--- config.mk ---
export PLATFORM = sky130hd
export DESIGN_NAME = game_flow_controller
export DESIGN_NICKNAME = d
export VERILOG_FILES = /design/src/rtl/game_flow_controller_pkg.sv /design/src/rtl/game_flow_controller_frame_timer.sv /design/src/rtl/game_flow_controller.sv
export SDC_FILE = /design/constraint.sdc
export NUM_CORES = 1
export LEC_CHECK = 0
export ABC_AREA = 0
export CORE_ASPECT_RATIO = 1.2
export CORE_MARGIN = 5
export CORE_UTILIZATION = 60
export CTS_BUF_LIST = sky130_fd_sc_hd__clkbuf_4 sky130_fd_sc_hd__clkbuf_8
export CTS_CLUSTER_SIZE = 16
export DETAILED_ROUTE_END_ITERATION = 7
export GPL_TIMING_DRIVEN = 0
export PLACE_DENSITY = 0.95
export SYNTH_ARGS = -nofsm -noshare
export SYNTH_HDL_FRONTEND = slang
export SYNTH_SLANG_ARGS = --single-unit
--- constraint.sdc ---
create_clock -name i_Clk -period 8.4 [get_ports i_Clk]
set_clock_uncertainty 0.2 [all_clocks]
set_input_delay 1.68 -clock i_Clk [delete_from_list [all_inputs] [get_ports i_Clk]]
set_output_delay 1.68 -clock i_Clk [all_outputs]
set_load 0.05 [all_outputs]
--- src/rtl/game_flow_controller_pkg.sv ---
// Game flow controller shared definitions.
// Holds the phase-machine state encoding (GF_*), the default values of the
// controller parameters, and a small helper used to size the frame timer.
package game_flow_controller_pkg;

    typedef enum logic [2:0] {
        GF_IDLE      = 3'd0,
        GF_READY     = 3'd1,
        GF_RUNNING   = 3'd2,
        GF_DYING     = 3'd3,
        GF_LEVEL_UP  = 3'd4,
        GF_GAME_OVER = 3'd5
    } gf_state_t;

    localparam int C_LIVES_INI_DEF      = 3;
    localparam int C_MAX_LEVEL_DEF      = 15;
    localparam int C_READY_FRAMES_DEF   = 60;
    localparam int C_DEATH_FRAMES_DEF   = 90;
    localparam int C_LEVELUP_FRAMES_DEF = 45;
    localparam int C_FLASH_PERIOD_DEF   = 8;

    function automatic int max3(input int a, input int b, input int c);
        int m;
        m = (a > b) ? a : b;
        return (m > c) ? m : c;
    endfunction

endpackage

--- src/rtl/game_flow_controller_frame_timer.sv ---
// Frame timer: counts frame ticks since the last clear.
// Ports:
//   i_Clk, i_Rst_L  clock, async active-low reset
//   i_Clear         synchronous clear (wins over tick)
//   i_Tick          one-cycle frame pulse
//   i_Limit         number of ticks the current phase lasts
//   o_Count         ticks counted since clear
//   o_Done          high on the tick that completes the limit (count == limit-1)
// o_Done deliberately does not depend on i_Clear: the clear is derived from the
// next-state decision, which itself uses o_Done.
module frame_timer #(
    parameter int W = 7
) (
    input  logic         i_Clk,
    input  logic         i_Rst_L,
    input  logic         i_Clear,
    input  logic         i_Tick,
    input  logic [W-1:0] i_Limit,
    output logic [W-1:0] o_Count,
    output logic         o_Done
);
    localparam logic [W-1:0] ONE = W'(1);

    assign o_Done = i_Tick && (o_Count == (i_Limit - ONE));

    always_ff @(posedge i_Clk or negedge i_Rst_L) begin
        if (!i_Rst_L)     o_Count <= '0;
        else if (i_Clear) o_Count <= '0;
        else if (i_Tick)  o_Count <= o_Count + ONE;
    end

endmodule

--- src/rtl/game_flow_controller.sv ---
// Game flow controller: frame-timed phase machine
// IDLE -> READY -> RUNNING -> (DYING | LEVEL_UP) -> ... -> GAME_OVER -> IDLE.
// Owns the lives and level counters and drives the gameplay control signals.
// Ports:
//   i_Clk, i_Rst_L    clock, async active-low reset
//   i_Frame_Tick      one-cycle pulse per frame
//   i_Start           debounced start level (acts on its rising edge)
//   i_Has_Collided    collision level, used only in RUNNING
//   i_Level_Up        goal-reached pulse, used only in RUNNING
//   o_Game_Active     frog input enabled (RUNNING)
//   o_Freeze          obstacles halted (every state but RUNNING)
//   o_Flash           frog blink enable (DYING only)
//   o_Frog_Reset      one-cycle pulse returning the frog to base
//   o_Lives, o_Level  counters
//   o_Game_Over       high in GAME_OVER
//   o_State           current state encoding
// The 1-bit outputs are registered from the next-state decode so they line up
// with o_State and read 0 during reset.
module game_flow_controller
    import game_flow_controller_pkg::*;
#(
    parameter int C_LIVES_INI      = C_LIVES_INI_DEF,
    parameter int C_MAX_LEVEL      = C_MAX_LEVEL_DEF,
    parameter int C_READY_FRAMES   = C_READY_FRAMES_DEF,
    parameter int C_DEATH_FRAMES   = C_DEATH_FRAMES_DEF,
    parameter int C_LEVELUP_FRAMES = C_LEVELUP_FRAMES_DEF,
    parameter int C_FLASH_PERIOD   = C_FLASH_PERIOD_DEF
) (
    input  logic       i_Clk,
    input  logic       i_Rst_L,
    input  logic       i_Frame_Tick,
    input  logic       i_Start,
    input  logic       i_Has_Collided,
    input  logic       i_Level_Up,
    output logic       o_Game_Active,
    output logic       o_Freeze,
    output logic       o_Flash,
    output logic       o_Frog_Reset,
    output logic [2:0] o_Lives,
    output logic [3:0] o_Level,
    output logic       o_Game_Over,
    output logic [2:0] o_State
);
    localparam int TW = $clog2(max3(C_READY_FRAMES, C_DEATH_FRAMES, C_LEVELUP_FRAMES) + 1);
    localparam logic [TW-1:0] READY_LIM   = TW'(C_READY_FRAMES);
    localparam logic [TW-1:0] DEATH_LIM   = TW'(C_DEATH_FRAMES);
    localparam logic [TW-1:0] LEVELUP_LIM = TW'(C_LEVELUP_FRAMES);
    localparam logic [2:0]    LIVES_INI   = 3'(C_LIVES_INI);
    localparam logic [3:0]    MAX_LEVEL   = 4'(C_MAX_LEVEL);

    gf_state_t     state, state_n;
    logic [2:0]    lives, lives_n;
    logic [3:0]    level, level_n;
    logic          flash, flash_n;
    logic          frog_n;
    logic          start_prev;
    logic          start_rise;
    logic          t_clear, t_done;
    logic [TW-1:0] t_limit, t_count;

    assign start_rise = i_Start & ~start_prev;

    frame_timer #(.W(TW)) u_timer (
        .i_Clk   (i_Clk),
        .i_Rst_L (i_Rst_L),
        .i_Clear (t_clear),
        .i_Tick  (i_Frame_Tick),
        .i_Limit (t_limit),
        .o_Count (t_count),
        .o_Done  (t_done)
    );

    always_comb begin
        state_n = state;
        lives_n = lives;
        level_n = level;
        flash_n = flash;
        frog_n  = 1'b0;
        t_limit = '0;
        case (state)
            GF_IDLE: if (start_rise) begin
                state_n = GF_READY;
                lives_n = LIVES_INI;
                level_n = '0;
                frog_n  = 1'b1;
            end
            GF_READY: begin
                t_limit = READY_LIM;
                if (t_done) state_n = GF_RUNNING;
            end
            GF_RUNNING: begin
                // Collision takes priority over a simultaneous level-up.
                if (i_Has_Collided) begin
                    state_n = GF_DYING;
                    lives_n = lives - 3'd1;
                    flash_n = 1'b1;
                end else if (i_Level_Up) begin
                    state_n = GF_LEVEL_UP;
                    level_n = (level >= MAX_LEVEL) ? level : level + 4'd1;
                end
            end
            GF_DYING: begin
                t_limit = DEATH_LIM;
                // Timer counts from 0 on entry, so the blink flips after every
                // C_FLASH_PERIOD-th tick.
                if (i_Frame_Tick && ((int'(t_count) + 1) % C_FLASH_PERIOD == 0))
                    flash_n = ~flash;
                if (t_done) begin
                    if (lives == 3'd0) begin
                        state_n = GF_GAME_OVER;
                    end else begin
                        state_n = GF_READY;
                        frog_n  = 1'b1;
                    end
                end
            end
            GF_LEVEL_UP: begin
                t_limit = LEVELUP_LIM;
                if (t_done) state_n = GF_RUNNING;
            end
            GF_GAME_OVER: if (start_rise) begin
                state_n = GF_IDLE;
                frog_n  = 1'b1;
            end
            default: state_n = GF_IDLE;
        endcase
    end

    assign t_clear = (state_n != state);

    always_ff @(posedge i_Clk or negedge i_Rst_L) begin
        if (!i_Rst_L) begin
            state         <= GF_IDLE;
            lives         <= '0;
            level         <= '0;
            flash         <= 1'b0;
            start_prev    <= 1'b1;
            o_Game_Active <= 1'b0;
            o_Freeze      <= 1'b0;
            o_Flash       <= 1'b0;
            o_Frog_Reset  <= 1'b0;
            o_Game_Over   <= 1'b0;
        end else begin
            state         <= state_n;
            lives         <= lives_n;
            level         <= level_n;
            flash         <= flash_n;
            start_prev    <= i_Start;
            o_Game_Active <= (state_n == GF_RUNNING);
            o_Freeze      <= (state_n != GF_RUNNING);
            o_Flash       <= (state_n == GF_DYING) && flash_n;
            o_Frog_Reset  <= frog_n;
            o_Game_Over   <= (state_n == GF_GAME_OVER);
        end
    end

    assign o_Lives = lives;
    assign o_Level = level;
    assign o_State = state;

endmodule

==> impl_metrics.yaml <==
timing:
  rsz0062_at_grt: "no"
  slew_headroom_pct: 31.8
  tns_ps: 0
  finalHoldViolCount: 0
  max_freq_mhz: 286
  setup-violations-final: 0
  setup_ws_ps: 4900
  maxSlewViolCount: 0
  finalCritPeriodShare_pct: 41.6
  timing.final.crit_period_ps: 3500
  worst_slew_pin_slew_ps: 1020
synthesis:
  synth_fa_ha_area_share_pct: 5.24
  async_reset_ff_share_pct: 100
  synth-simple-area-share_pct: 23.2
  syn_area_um2: 1430
  synth.avg_cell_area_um2: 9.36
  synth-compound-area-share_pct: 15.1
  syn_nets: 165
  ys_types: 47
  synth_top_family_by_area: "simple AND/OR/NAND/NOR gates"
  synth_ff_type: "dfrtp_1"
  synth_xor_area_share_pct: 6.72
  synth-edff-count: 0
  yosys_warnings: 0
  syn_inst: 153
  synth_seq_cells: 24
  seq_area_frac_synth_pct: 42.0
  synth_mux_area_share_pct: 2.79
cells_and_area:
  synthToLayoutAreaGrowth_pct: 19.7
  fillers: 170
  final_cells: 207
  fin_nets: 189
  num_antenna_cells: 0
  drive_above_1_share_pct: 9.09
routing:
  finalWirelength_mm: 3.08
  vias: 1208
  drtIter0Drc: 43
  drt-vias-per-instance: 5.84
  postRouteAntennaNets: 0
  drc: 0
  avgRoutedWirePerCell_um: 14.9
  dr.pass1.iters: 4
cts:
  cts_tree: "yes"
  cts.hold.buffers_added: 0
  htree_levels: 1
  worst_skew_pair.late_latency_ps: 320
  clock_tree.root_cell: "clkbuf_4"
  cts_buffers: 3
  cts.clk_slew.worst_paths_ps: 130
  post_cts_buffers: 0
  clock_sinks: 24
  cts_resized: 0
  cts.path.max_buffers: 2
worst_setup_path:
  r2r-end: "o_Flash"
  crit_family: "buffers and inverters"
  crit_buf_inv: 1
  cp_slowest_cell: "clkdlybuf4s50_1"
  r2r_cells: 10
  critPathCapture: "o_State[2]"
  path_class: "reg2out"
  cp-end-kind: "output pin"
  arrival_ps: 1620
  cp_slowest_stage_delay_ps: 840
  cp.required_ps: 6520
  reg2reg_from: "o_State[1]"
  critPathLaunch: "o_State[2]"
  crit_chain: "clkdlybuf4s50_1"
  crit_fanout: 7
  crit_cells: 1
  cp-start-kind: "register"
  worst-r2r-setup-slack_ps: 5400
floorplan:
  pin_count: 21
  dieArea_um2: 3470
  std_cell_rows: 19
  initial_core_util_pct: 62.8
  coreArea_um2: 2280
  dieWidth_um: 54.6
  fp.dieH_um: 63.5
power_and_ir_drop:
  leakage_nw: 0.737
  vdd_drop_max_v: 0.000161
  pwr_density_cell_nw_per_um2: 202
grt:
  grt-ovfl-total: 0
  grt_max_degree: 25
  grt_pass1_wl_mm: 5.42
  grt_pass1_vias: 1265
  antenna_found_initial: 0
  grt_usage_pct: 20.7
min_path:
  holdCritPathClass: "reg2reg"
status:
  run_status: "completed"
place:
  place_ws_ps: 4800
  hpwl_mm: 2.32
  dp_cells: 203
  io_buffers: 19
  gp_congestion: 0.891
flow_run:
  drv_cap: 0
==> stage by stage <==
stage                     hold slack (ps)  utilization, %  total power [mW]  cell area (um2)
after floorplan                       275               -             0.234             1430
after global placement                295            72.8             0.256             1660
after detailed placement              312            72.8             0.264             1660
after CTS                             343            75.1             0.348             1710
after global routing                  385            75.1             0.368             1710
final                                 340            75.1             0.346             1710
==> synthesized netlist by cell type, drive strengths merged (4+ instances only) <==
cell    number  area [um2]
nand3        5        25.0
nand2       20        77.6
nor2        14        52.6
inv          7        26.3
mux2i        4        40.0
ha           6        75.1
dfrtp       23         576
nand2b       4        25.0
clkbuf       6        23.8
nand4        4        25.0
xnor2        6        52.6
o21ai        4        20.0
xor2         5        43.8
nor2b        5        31.3
==> how the worst min path moves through the flow <==
stage,from,end,cells past startpoint
4_1_cts,flash,flash,2
5_1_grt,flash,flash,2
6_report,flash,flash,2
3_5_place_dp,flash,flash,2
3_3_place_gp,flash,flash,2
2_1_floorplan,flash,flash,2
==> per-layer routing <==
layer / global-route usage (%) / share of wire [%] / routed length (um)
met1: 24.4 / 40 / 1250
met2: 35.5 / 53 / 1650
met3: 2.83 / 4.2 / 130
met4: 8.72 / 1.9 / 58
met5: 0 / 0 / 0
==> layout by cell type (no fill, tap or decap), types with 3 or more instances in the layout <==
cell type,Yosys,final
mux2i_1,4,4
ha_1,6,6
nor2b_1,5,5
nand2_1,19,19
o211ai_1,3,3
xor2_1,5,5
nor3_1,3,3
clkbuf_1,5,5
nand2b_1,4,4
clkdlybuf4s50_1,0,19
dfrtp_1,23,23
nor2_1,14,14
xnor2_1,6,6
o21ai_0,4,4
inv_1,6,6
clkbuf_4,0,3
nand4_1,4,4
nand3_1,5,5
==> cell families after synthesis <==
logic type | after synthesis
adder cells (fa/ha/maj) | 6
XOR/XNOR | 11
buffers and inverters | 16
AO/OA/AOI/OAI | 26
AND/OR/NAND/NOR | 66
multiplexers | 4
flip-flops | 24
==> final cells by class <==
class | instances | area, um2 | area share [%]
inverters | 7 | 26.3 | 1.53
repair buffers | 19 | 190 | 11.1
clock inverters | 1 | 30.0 | 1.75
flip-flops and latches | 24 | 602 | 35.1
multi-input cells | 113 | 761 | 44.4
plain buffers | 9 | 43.8 | 2.55
clock buffers | 3 | 22.5 | 1.31
well taps | 31 | 38.8 | 2.26
==> state kept, by name (all words and copies together), names as in the netlist <==
| name | cells |
|---|---|
| flash | 1 |
| o_Lives | 3 |
| o_Freeze | 1 |
| o_Flash | 1 |
| o_Level | 4 |
| o_State | 3 |
| o_Frog_Reset | 1 |
| o_Game_Active | 1 |
| o_Game_Over | 1 |
| u_timer.o_Count | 7 |
| start_prev | 1 |
==> power breakdown <==
group / internal [mW] / switching, mW
combinational: 0.0453 / 0.0644
sequential: 0.133 / 0.0193
clock: 0.0483 / 0.0356
(Power assumes the default switching activity.)
